**src/rtl/aes_ctrl_pkg.sv**
```systemverilog
// Shared types and constants for the AES-256 encryption round controller.
package aes_ctrl_pkg;

    typedef enum logic [2:0] {IDLE, INIT, RND, FIN, DONE} ctrl_state_t;

    typedef enum logic [1:0] {PH_SB, PH_SR, PH_MC, PH_ARK} phase_t;

    localparam int unsigned AES256_NR = 14;

    function automatic int unsigned LATENCY(input int unsigned nr);
        return 4 * nr + 1;
    endfunction

endpackage

```
**src/rtl/mod_enc_round_ctrl.sv**
```systemverilog
// AES-256 encryption round sequencer: stage write enables, round-key index, block handshakes.
// Optional key-ready stall on every AddRoundKey cycle: MOD_ENC_ROUND_CTRL_KEY_STALL_EN.
module mod_enc_round_ctrl
    import aes_ctrl_pkg::*;
#(
    parameter int unsigned NR     = AES256_NR,
    parameter int unsigned KIDX_W = 4
) (
    input  logic              clk,
    input  logic              resetn,
    input  logic              in_valid,
    output logic              in_ready,
    output logic              out_valid,
    input  logic              out_ready,
`ifdef MOD_ENC_ROUND_CTRL_KEY_STALL_EN
    input  logic              key_rdy,
`endif
    output logic              sb_wr_en,
    output logic              sr_wr_en,
    output logic              mc_wr_en,
    output logic              ark_wr_en,
    output logic              in_sel,
    output logic              mc_bypass,
    output logic [KIDX_W-1:0] key_idx,
    output logic [KIDX_W-1:0] round,
    output logic              busy
);

    ctrl_state_t       state_q, state_d;
    phase_t            phase_q, phase_d;
    logic [KIDX_W-1:0] round_q, round_d;
    logic              key_ok;

    logic              sb_d, sr_d, mc_d, ark_d, in_sel_d, mc_bypass_d, out_valid_d, busy_d;
    logic [KIDX_W-1:0] key_idx_d;
    logic              sb_q, sr_q, mc_q, ark_q, in_sel_q, mc_bypass_q, out_valid_q, busy_q;
    logic [KIDX_W-1:0] key_idx_q;

`ifdef MOD_ENC_ROUND_CTRL_KEY_STALL_EN
    assign key_ok = key_rdy;
`else
    assign key_ok = 1'b1;
`endif

    always_ff @(posedge clk or negedge resetn) begin
        if (!resetn) begin
            state_q     <= IDLE;
            phase_q     <= PH_SB;
            round_q     <= '0;
            sb_q        <= 1'b0;
            sr_q        <= 1'b0;
            mc_q        <= 1'b0;
            ark_q       <= 1'b0;
            in_sel_q    <= 1'b0;
            mc_bypass_q <= 1'b0;
            out_valid_q <= 1'b0;
            busy_q      <= 1'b0;
            key_idx_q   <= '0;
        end else begin
            state_q     <= state_d;
            phase_q     <= phase_d;
            round_q     <= round_d;
            sb_q        <= sb_d;
            sr_q        <= sr_d;
            mc_q        <= mc_d;
            ark_q       <= ark_d;
            in_sel_q    <= in_sel_d;
            mc_bypass_q <= mc_bypass_d;
            out_valid_q <= out_valid_d;
            busy_q      <= busy_d;
            key_idx_q   <= key_idx_d;
        end
    end

    // A stalled ARK (key_ok low) simply holds state, so every registered output stays frozen.
    always_comb begin
        state_d = state_q;
        phase_d = phase_q;
        round_d = round_q;
        unique case (state_q)
            IDLE: begin
                if (in_valid) begin
                    state_d = INIT;
                    phase_d = PH_SB;
                    round_d = '0;
                end
            end
            INIT: begin
                if (key_ok) begin
                    state_d = RND;
                    phase_d = PH_SB;
                    round_d = KIDX_W'(1);
                end
            end
            RND: begin
                if (phase_q == PH_ARK) begin
                    if (key_ok) begin
                        phase_d = PH_SB;
                        if (round_q == KIDX_W'(NR - 1)) begin
                            state_d = FIN;
                            round_d = KIDX_W'(NR);
                        end else begin
                            round_d = round_q + KIDX_W'(1);
                        end
                    end
                end else begin
                    phase_d = phase_t'(phase_q + 2'd1);
                end
            end
            FIN: begin
                // Final round walks SB -> SR -> ARK, skipping the MixColumns phase.
                case (phase_q)
                    PH_SB:   phase_d = PH_SR;
                    PH_SR:   phase_d = PH_ARK;
                    default: begin
                        if (key_ok) begin
                            state_d = DONE;
                            phase_d = PH_SB;
                        end
                    end
                endcase
            end
            DONE: begin
                if (out_ready) begin
                    phase_d = PH_SB;
                    round_d = '0;
                    state_d = in_valid ? INIT : IDLE;
                end
            end
            default: begin
                state_d = IDLE;
                phase_d = PH_SB;
                round_d = '0;
            end
        endcase
    end

    always_comb begin
        sb_d        = (state_d == RND || state_d == FIN) && phase_d == PH_SB;
        sr_d        = (state_d == RND || state_d == FIN) && phase_d == PH_SR;
        mc_d        = (state_d == RND) && phase_d == PH_MC;
        ark_d       = (state_d == INIT) ||
                      ((state_d == RND || state_d == FIN) && phase_d == PH_ARK);
        in_sel_d    = (state_d == INIT);
        mc_bypass_d = (state_d == FIN) && phase_d == PH_ARK;
        out_valid_d = (state_d == DONE);
        busy_d      = (state_d != IDLE);
        key_idx_d   = '0;
        if (ark_d && state_d != INIT)
            key_idx_d = round_d;
    end

    assign sb_wr_en  = sb_q;
    assign sr_wr_en  = sr_q;
    assign mc_wr_en  = mc_q;
    assign ark_wr_en = ark_q && key_ok;
    assign in_sel    = in_sel_q;
    assign mc_bypass = mc_bypass_q;
    assign key_idx   = key_idx_q;
    assign round     = round_q;
    assign out_valid = out_valid_q;
    assign busy      = busy_q;
    assign in_ready  = (state_q == IDLE) || (state_q == DONE && out_ready);

endmodule

```
**config.mk**
```make
export PLATFORM = sky130hd
export DESIGN_NAME = mod_enc_round_ctrl
export DESIGN_NICKNAME = d
export VERILOG_FILES = /design/src/rtl/aes_ctrl_pkg.sv /design/src/rtl/mod_enc_round_ctrl.sv
export SDC_FILE = /design/constraint.sdc
export NUM_CORES = 1
export LEC_CHECK = 0
export ABC_AREA = 1
export BUFFER_PORTS_ARGS = -buffer_cell sky130_fd_sc_hd__buf_2
export CAP_MARGIN = 5
export CORE_MARGIN = 1.5
export CORE_UTILIZATION = 40
export DETAILED_ROUTE_END_ITERATION = 7
export SETUP_SLACK_MARGIN = 0.05
export SYNTH_ARGS = -nofsm -noshare
export SYNTH_HDL_FRONTEND = slang
export SYNTH_SLANG_ARGS = --single-unit
```
**constraint.sdc**
```tcl
create_clock -name clk -period 1.6 [get_ports clk]
set_input_delay 0.16 -clock clk [delete_from_list [all_inputs] [get_ports clk]]
set_output_delay 0.16 -clock clk [all_outputs]
set_load 0.02 [all_outputs]
```
======== After elaboration in Yosys (flattened, before gate mapping) ========
Cells that the tools add are included.
cells by class
  add/subtract/negate cells ............... 2
  equal/unequal tests ..................... 15
  mux-type cells .......................... 18
  reductions and logical operators ........ 15
operator list
  operator             number
  $mux 4               5
  $pmux 4 s5           1
  $mux 3               5
  $pmux 3 s5           1
  $eq 3x2->1 const B   4
  $pmux 2 s4           1
  $logic_and 1x1->1    7
  $eq 2x2->1 const B   3
  $eq 3x1->1 const B   2
  $eq 3x3->1 const B   2
  $mux 2               3
  $add 4x1->4 const B  1
  $eq 2x1->1 const B   2
  $eq 4x4->1 const B   1
  $logic_not 2->1      2
  $pmux 2 s2           1
  $logic_not 3->1      1
  $logic_or 1x1->1     3
  $ne 3x1->1 const B   1
  $reduce_bool 3->1    1
  $add 2x1->2 const B  1
  $reduce_or 2->1      1
  $mux 1               1
word-level totals
  flip-flop bits (word level) ............. 21
  bits of input ports ..................... 4
  output and inout port bits .............. 17
  logic and storage cells ................. 62

======== Depth between registers and ports, before layout ========
Gate-level depths: netlist of run 1.
  depth in word-level cells ............... 10
  gate-level depth with buffers ........... 9

======== Least setup slack after synthesis of run 1 ========
Ideal clock, no wire load.
  path type ............................... register to register
  from .................................... reg phase_q[1]
  to ...................................... reg ark_q, in the netlist ark_wr_en
  data arrival time ....................... 1225 ps
  slack ................................... 255 ps
  cell stages (with the launch flop) ...... 9
  buffers on the path ..................... 0
  path through ............................ dfrtp_1 > inv_1 > ha_1 > nor2_1 > nor2_4 > nor2_4 > inv_2 > nand2_2 > nand2_1
between the ends
  cells in the longest elaborated chain, start to end .. 8
ends and longest elaborated chain
  what                                           RTL line                   source
  start, declared                                mod_enc_round_ctrl.sv:30   phase_t phase_q, phase_d;
  start signal, assigned                         mod_enc_round_ctrl.sv:61   phase_q <= phase_d;
  $eq 2x1->1 or $logic_not 2->1 (tied branches)  mod_enc_round_ctrl.sv:112  case (phase_q)
  $reduce_or 2->1 (no source line)               n/a
  $mux 3                                         mod_enc_round_ctrl.sv:112
  $pmux 3 s5                                     mod_enc_round_ctrl.sv:80   unique case (state_q)
  $eq 3x2->1                                     mod_enc_round_ctrl.sv:143  ((state_d == RND || state_d == FIN) && phase_d == PH_ARK);
  $logic_or 1x1->1                               mod_enc_round_ctrl.sv:143
  $logic_and 1x1->1                              mod_enc_round_ctrl.sv:143
  $logic_or 1x1->1 (*)                           mod_enc_round_ctrl.sv:142  ark_d = (state_d == INIT) ||
  net ark_d                                      mod_enc_round_ctrl.sv:34   logic sb_d, sr_d, mc_d, ark_d, in_sel_d, mc_bypass_d, out_valid_d, busy_d;
  end signal, assigned                           mod_enc_round_ctrl.sv:66   ark_q <= ark_d;
  end, declared                                  mod_enc_round_ctrl.sv:36   logic sb_q, sr_q, mc_q, ark_q, in_sel_q, mc_bypass_q, out_valid_q, busy_q;
Mark *: on every way through the listed nets, which the timed path passes. The rest lies on a longest branch.

======== Worst setup path in the final report of run 1 ========
  from .................................... reg state_q[1]
  to ...................................... out in_ready
between the ends
  cells in the longest elaborated chain, start to end .. 3
ends and longest elaborated chain
  what                    RTL line                   source
  start, declared         mod_enc_round_ctrl.sv:29   ctrl_state_t state_q, state_d;
  start signal, assigned  mod_enc_round_ctrl.sv:60   state_q <= state_d;
  $eq 3x3->1              mod_enc_round_ctrl.sv:163  assign in_ready = (state_q == IDLE) || (state_q == DONE && out_ready);
  $logic_and 1x1->1       mod_enc_round_ctrl.sv:163
  $logic_or 1x1->1 (*)    mod_enc_round_ctrl.sv:163
  end, declared           mod_enc_round_ctrl.sv:12   output logic in_ready,
Every way passes the cells marked *; elsewhere a longest branch is shown, timed or not.

==> summary.md, run 1 <==
| Metric | Value |
|---|---|
| M3 GR Usage | `~3.5%` |
| # setup viols final | `0` |
| Relative slew margins | `roughly 70%` |
| Ys flop type | `dfrtp_1` |
| Vias/cell | `4.71` |
| Yosys top cell by area | `dfrtp_1` |
| Hold Crit Class | `primary input to flip-flop` |
| Post-synthesis register bit count | `21` |
| Worst slew pin tran | `between 0.4 and 0.5 ns` |
| Starting density of the core | `43.1%` |
| Distinct cell type count after synthesis | `20` |
| DIE HEIGHT | `55.4 um` |
| Synth Warn # | `0` |
| Status | `finished clean` |
| Power Density | `1660 nW/um^2` |
| WS Path Type | `flip-flop to output port` |
| Final worst setup slack | `0.168 ns` |
| CTS clk-pin slew, worst paths | `0.11 ns` |
| NetSw | `1.00 mW` |
| Clock Power Share | `11.6%` |
| Crit-path slowest cell | `dfrtp_1` |
| Max Cap Viol | `0` |
| Diodes inserted | `0` |
| Avg WL per Cell | `11.3 um` |
| Combinational Power Share | `52.2%` |
| DR vias | `881` |
| RSZ-0062 raised after global routing | `false` |
| Root Buffer | `clkbuf_4` |
| Final hold viol count | `0` |
| Die X | `55.4 um` |
| Remaining Overflow, GRT | `0` |
| Flop pwr share | `a little over a third` |
| Number of synthesized flops with an enable pin | `0` |
| Cell area after synthesis | `between 1000 and 1500 um^2` |
| Sequential area share after synthesis | `47.9%` |
| Async set-reset flop share out of synthesis | `100%` |
| Fmax | `about 700 MHz` |
| # fillers | `about 250` |
| Min Hold Slack | `0.179 ns` |
| Critical Path AT | `between 1 and 1.5 ns` |
| Most frequent cells after synthesis | `30 x nand2_1, 21 x dfrtp_1, 19 x inv_1` |
| Tmin final | `1.43 ns` |
| TritonCTS sink count | `21` |
| Design Power | `roughly 2.2 mW` |
| CP cell instances | `nor2_4 > and2_1 > buf_2` |
| Crit path buf inv count | `1` |
| Area grow syn2layout | `19.0%` |
| First-pass GRT wire length | `approximately 3700 um` |
| Antenna Nets Post-Route | `0` |
| Cell count after synthesis | `129` |
| Internal Pwr Total | `approximately 1.2 mW` |
| Total global routing track utilization | `15.0%` |
| GR Layer Usage met1 | `20.6%` |
| Busiest grt layer | `met2` |
| Drt pass-1 iters | `6` |
| CTS Buf Count | `3` |
| Synth top area share | `47.9%` |
| Layout net count | `between 150 and 200` |
| CTS tree | `yes` |
| FF/Latch Area | `roughly 530 um^2` |
| VDD IR-drop max | `approximately 0.95 mV` |
| Synthesized Nets | `138` |
| Element type at the critical path end | `output port` |
| Clk Latency, worst-skew pair | `~0.3 ns` |
| Share of cells above drive strength 1 | `30.6%` |
| Pre-CTS setup slack | `0.112 ns` |
| Synthesized area per cell | `8.51 um^2` |
| WL final | `around 2100 um` |
| Area of the multi-input gates | `approximately 500 um^2` |
| Setup TNS | `0 ns` |
| Top cells by area in the synthesized netlist | `dfrtp_1 48%, nand2_1 10%, inv_1 6.5%` |
| Rows | `18` |
| H-tree lvl count | `1` |
| Final Cycle Share | `89.5%` |
| Core Area | `2540 um^2` |
| Largest net degree at the start of global routing | `22` |
| Switch share | `46.2%` |
| Initial DRC Count | `22` |
| Remaining DRCs | `0` |
| Maximum buffer depth of the clock tree | `2` |
| Worst EP required | `about 1.4 ns` |
| Largest delay share family, worst path | `flip-flops` |
| Post-route clock skew | `0.000783 ns` |
| DIE AREA | `roughly 3000 um^2` |
| Met2 Resource Use GR | `between 20% and 30%` |
| DP Wirelength | `1640 um` |
| Final slew viol count | `0` |
| Max incr delay on CP | `0.49 ns` |
| Worst Path Max Fanout | `6` |
| I/O pin count | `21` |
| Most frequent cell after synthesis | `nand2_1` |
| Number of global-route vias before repair | `834` |
| Gp weighted congestion | `~0.83` |
| Setup crit start kind | `flip-flop` |
| Initial antenna violation count | `0` |
| Leak Pwr | `0.773 nW` |
| I/O Buffers | `20` |
[state kept, by name, indices dropped and copies added, names as in the netlist]
signal     cells
round          4
phase_q        2
sb_wr_en       1
mc_wr_en       1
sr_wr_en       1
key_idx        4
out_valid      1
mc_bypass      1
ark_wr_en      1
state_q        3
busy           1
in_sel         1
[power groups by stage]
| stage | Sequential, mW | Combinational [mW] | Clock (mW) |
|---|---|---|---|
| final | 0.784 | 1.13 | 0.252 |
| after global routing | 0.806 | 1.27 | 0.286 |
| after CTS | 0.778 | 1.10 | 0.263 |
| after detailed placement | 0.786 | 1.09 | 0 |
| after global placement | 0.783 | 1.08 | 0 |
| after floorplan | 0.883 | 0.677 | 0 |
[layout by cell type (no fill, tap or decap), drive strengths merged]
| master | netlist | final |
|---|---|---|
| nand2 | 34 | 34 |
| buf | 0 | 23 |
| inv | 23 | 23 |
| dfrtp | 21 | 21 |
| nor2 | 21 | 21 |
| nand3 | 15 | 15 |
| ha | 5 | 5 |
| clkbuf | 0 | 4 |
| a21oi | 2 | 2 |
| nand3b | 2 | 2 |
| nand4 | 1 | 1 |
| xor2 | 1 | 1 |
| o21ai | 1 | 1 |
| o21bai | 1 | 1 |
| nor3 | 1 | 1 |
| and2 | 1 | 1 |
| dlygate4sd3 | 0 | 1 |
[stage by stage]
stage / cells / instance area (um^2) / util (%)
after floorplan: 129 / 1100 / -
after global placement: 181 / 1250 / 49.1
after detailed placement: 181 / 1250 / 49.1
after CTS: 186 / 1290 / 50.5
after global routing: 187 / 1310 / 51.3
final: 187 / 1310 / 51.3
[worst paths after layout]
path,start,end,slack (ns),depth (start not counted)
worst max register to register,phase_q[0]$_DFF_PN0_,key_idx[2]$_DFF_PN0_,0.18,8
worst max-delay path,state_q[1]$_DFF_PN0_,in_ready,0.17,3
worst min register to register,round[3]$_DFF_PN0_,round[3]$_DFF_PN0_,0.61,2
max in group asynchronous,resetn,mc_wr_en$_DFF_PN0_,0.95,2
min in group asynchronous,resetn,mc_bypass$_DFF_PN0_,0.33,2
worst min-delay path,out_ready,out_valid$_DFF_PN0_,0.18,4
[routing by layer]
layer,wire length [um],vias to the layer above,part of all wire (%)
met1,1010,405,48
met4,12,0,0.57
met2,995,22,47
met3,88,2,4.2
li1,-,452,-
met5,0,-,0
[worst register-to-register path, stage by stage (launching register included)]
cell     delay [ns]
dfrtp_1        0.43
ha_1           0.27
inv_1          0.12
nand2_1        0.08
nor2_2         0.15
nor2_4         0.07
inv_2          0.05
nand2_2        0.08
nor2_1         0.11
[logic make-up (layout without fill, tap and decap cells)]
kind of cell	after synthesis	count (layout)	share of synthesized area, %
AO/OA/AOI/OAI	4	4	2.05
adder cells (fa/ha/maj)	5	5	5.70
flip-flops	21	21	47.9
buffers and inverters	23	51	7.87
AND/OR/NAND/NOR	75	75	35.7
XOR/XNOR	1	1	0.798
[layout make-up]
class	count	area share (%)
timing repair buffer	24	10.2
tap	30	2.87
inverter	23	6.61
sequential	21	40.2
clock buffer	4	2.01
multi-input combinational	85	38.1
[repair_timing]
action	CTS	global route
setup endpoints to repair	0	10
hold buffers	1	0
setup buffers	0	1
hold endpoints to repair	21	0
resized for setup	0	3
Power figures use the tool's default switching activity.
==> run 2, diff against run 1 <==
--- a/config.mk
+++ b/config.mk
@@ -9,8 +9,9 @@
 export BUFFER_PORTS_ARGS = -buffer_cell sky130_fd_sc_hd__buf_2
 export CAP_MARGIN = 5
 export CORE_MARGIN = 1.5
-export CORE_UTILIZATION = 40
+export CORE_UTILIZATION = 53
 export DETAILED_ROUTE_END_ITERATION = 7
+export PLACE_DENSITY = 0.77
 export SETUP_SLACK_MARGIN = 0.05
 export SYNTH_ARGS = -nofsm -noshare
 export SYNTH_HDL_FRONTEND = slang
==> summary.md, run 2 (synthesis gave the netlist of run 1 again) <==
| Metric | Value |
|---|---|
| Total global routing track utilization | `21.0% (+6.0 points)` |
| Setup crit start kind | `flip-flop` |
| Leak Pwr | `0.779 nW (+0.87%)` |
| TritonCTS sink count | `21 (unchanged)` |
| Number of global-route vias before repair | `924 (+11%)` |
| Worst Path Max Fanout | `5 (-1)` |
| Maximum buffer depth of the clock tree | `2 (unchanged)` |
| DP Wirelength | `1730 um (+5.7%)` |
| Crit-path slowest cell | `dfrtp_1` |
| Diodes inserted | `0 (unchanged)` |
| Starting density of the core | `55.9% (+13 points)` |
| # setup viols final | `0 (unchanged)` |
| Fmax | `682 MHz (-2.3%)` |
| CTS Buf Count | `3 (unchanged)` |
| RSZ-0062 raised after global routing | `false` |
| Layout net count | `168 (+0.60%)` |
| Avg WL per Cell | `12.4 um (+10%)` |
| Root Buffer | `clkbuf_4` |
| Metal2 WL | `1270 um (+27%)` |
| Critical Path AT | `1.70 ns (+0.43 ns)` |
| Antenna Nets Post-Route | `0 (unchanged)` |
| Setup TNS | `0 ns (unchanged)` |
| Hold Crit Class | `primary input to flip-flop` |
| WS Path Type | `flip-flop to flip-flop` |
| Initial antenna violation count | `0 (unchanged)` |
| Remaining DRCs | `0 (unchanged)` |
| Post-route clock skew | `0.00172 ns (+0.000936 ns)` |
| DR vias | `923 (+4.8%)` |
| VDD IR-drop max | `0.965 mV (+1.2%)` |
| CTS tree | `yes` |
| Clk Latency, worst-skew pair | `0.30 ns (about the same)` |
| Die X | `48.5 um (-12%)` |
| Drt pass-1 iters | `4 (-2)` |
| First-pass GRT wire length | `3860 um (+5.1%)` |
| WL final | `2300 um (+9.3%)` |
| I/O Buffers | `20 (unchanged)` |
| Worst EP required | `1.83 ns (+0.39 ns)` |
| H-tree lvl count | `1 (unchanged)` |
| Final hold viol count | `0 (unchanged)` |
| Final slew viol count | `0 (unchanged)` |
| Tmin final | `1.47 ns (+0.0344 ns)` |
| Vias/cell | `4.99 (+5.9%)` |
| Worst slew pin tran | `0.482 ns (+0.0173 ns)` |
| Rows | `16 (-2)` |
| DIE HEIGHT | `48.5 um (-12%)` |
| CP cell instances | `ha_1 > inv_1 > nand2_1 > nor2_2 > nor2_4 > inv_2 > nand2_2 > nor2_1` |
| Crit path buf inv count | `2 (+1)` |
| CTS clk-pin slew, worst paths | `0.12 ns (about the same)` |
| Met3 wire len | `107 um (+22%)` |
| Most common cell after layout, fill and taps aside | `nand2_1` |
| Area grow syn2layout | `19.0% (unchanged)` |
| Gp weighted congestion | `0.869 (+4.6%)` |
| Power Density | `1680 nW/um^2 (+1.4%)` |
| I/O pin count | `21 (unchanged)` |
| Relative slew margins | `67.8% (-1.2 points)` |
| Element type at the critical path end | `flip-flop` |
| Share of cells above drive strength 1 | `31.6% (+1.1 points)` |
| Max incr delay on CP | `0.44 ns (-0.05 ns)` |
| DIE AREA | `2350 um^2 (-23%)` |
| DP Area | `1230 um^2 (-1.5%)` |
| Largest net degree at the start of global routing | `22 (unchanged)` |
| Max Cap Viol | `0 (unchanged)` |
| Remaining Overflow, GRT | `0 (unchanged)` |
| Initial DRC Count | `28 (+27%)` |
| Top Metal Used | `met4` |
| Largest delay share family, worst path | `simple AND/OR/NAND/NOR gates` |
| Routed metal-1 wirelength | `920 um (-9.1%)` |
| Core Area | `1960 um^2 (-23%)` |
| Final Cycle Share | `91.7% (+2.2 points)` |
| Most frequent cells in the layout | `30 x nand2_1, 21 x dfrtp_1, 20 x buf_2, 19 x inv_1, 14 x nor2_1` |
| Status | `finished clean` |
| Final instance area | `1310 um^2 (unchanged)` |
==> run 2: area by class of cell <==
| cell class | instances | area [um^2] |
|---|---|---|
| clock buffer | 3 | 22.5 |
| clock inverter | 1 | 5.00 |
| fill | 168 | 656 |
| inverter | 23 | 86.3 |
| multi-input combinational | 85 | 493 |
| sequential | 21 | 526 |
| tap | 27 | 33.8 |
| timing repair buffer | 25 | 140 |
==> run 2: worst paths after layout <==
check                                           from              endpoint  slack, ns  cells past startpoint
worst max-delay path            phase_q[0]$_DFF_PN0_  key_idx[2]$_DFF_PN0_       0.13                      8
worst min-delay path                       out_ready   out_valid$_DFF_PN0_       0.18                      4
worst max register to register  phase_q[0]$_DFF_PN0_  key_idx[2]$_DFF_PN0_       0.13                      8
worst min register to register    round[3]$_DFF_PN0_    round[3]$_DFF_PN0_       0.61                      2
max in group asynchronous                     resetn    sr_wr_en$_DFF_PN0_       0.94                      2
min in group asynchronous                     resetn   mc_bypass$_DFF_PN0_       0.34                      2
==> run 2: per-stage QoR <==
stage	hold slack [ns]	total power, mW	cells	util, %	setup slack, ns
floorplan	-0.136	1.56	129	-	0.255
global route	0.188	2.37	185	66.6	0.0674
detailed placement	0.141	1.84	176	62.8	0.106
global placement	0.132	1.80	176	62.8	0.145
finish	0.184	2.20	185	66.6	0.133
CTS	0.184	2.11	181	64.9	0.0815
==> run 2: worst register-to-register path: cells and delay by family (launching register included) <==
family,cells,cell delay [ns]
flops,1,0.44
simple gates,5,0.51
fa+ha+maj,1,0.28
buf+inv,2,0.18
==> run 2: layer usage <==
layer / GRT usage, % / vias up
met5: 0 / -
met4: 2.86 / 0
met3: 3.70 / 2
met2: 42.4 / 26
met1: 23.2 / 444
li1: - / 451
==> run 2: what timing repair did <==
action	CTS	global route
hold buffers	1	0
endpoints found under the setup margin	1	8
pin swaps	0	1
cloned	0	0
hold endpoints to repair	21	0
setup buffers	0	4
resized for setup	1	1
==> run 2: where the power goes <==
part | internal, mW | total, mW | switching [mW]
registers | 0.669 | 0.792 | 0.123
logic | 0.414 | 1.16 | 0.743
clock network | 0.0931 | 0.251 | 0.158
total | 1.18 | 2.20 | 1.02
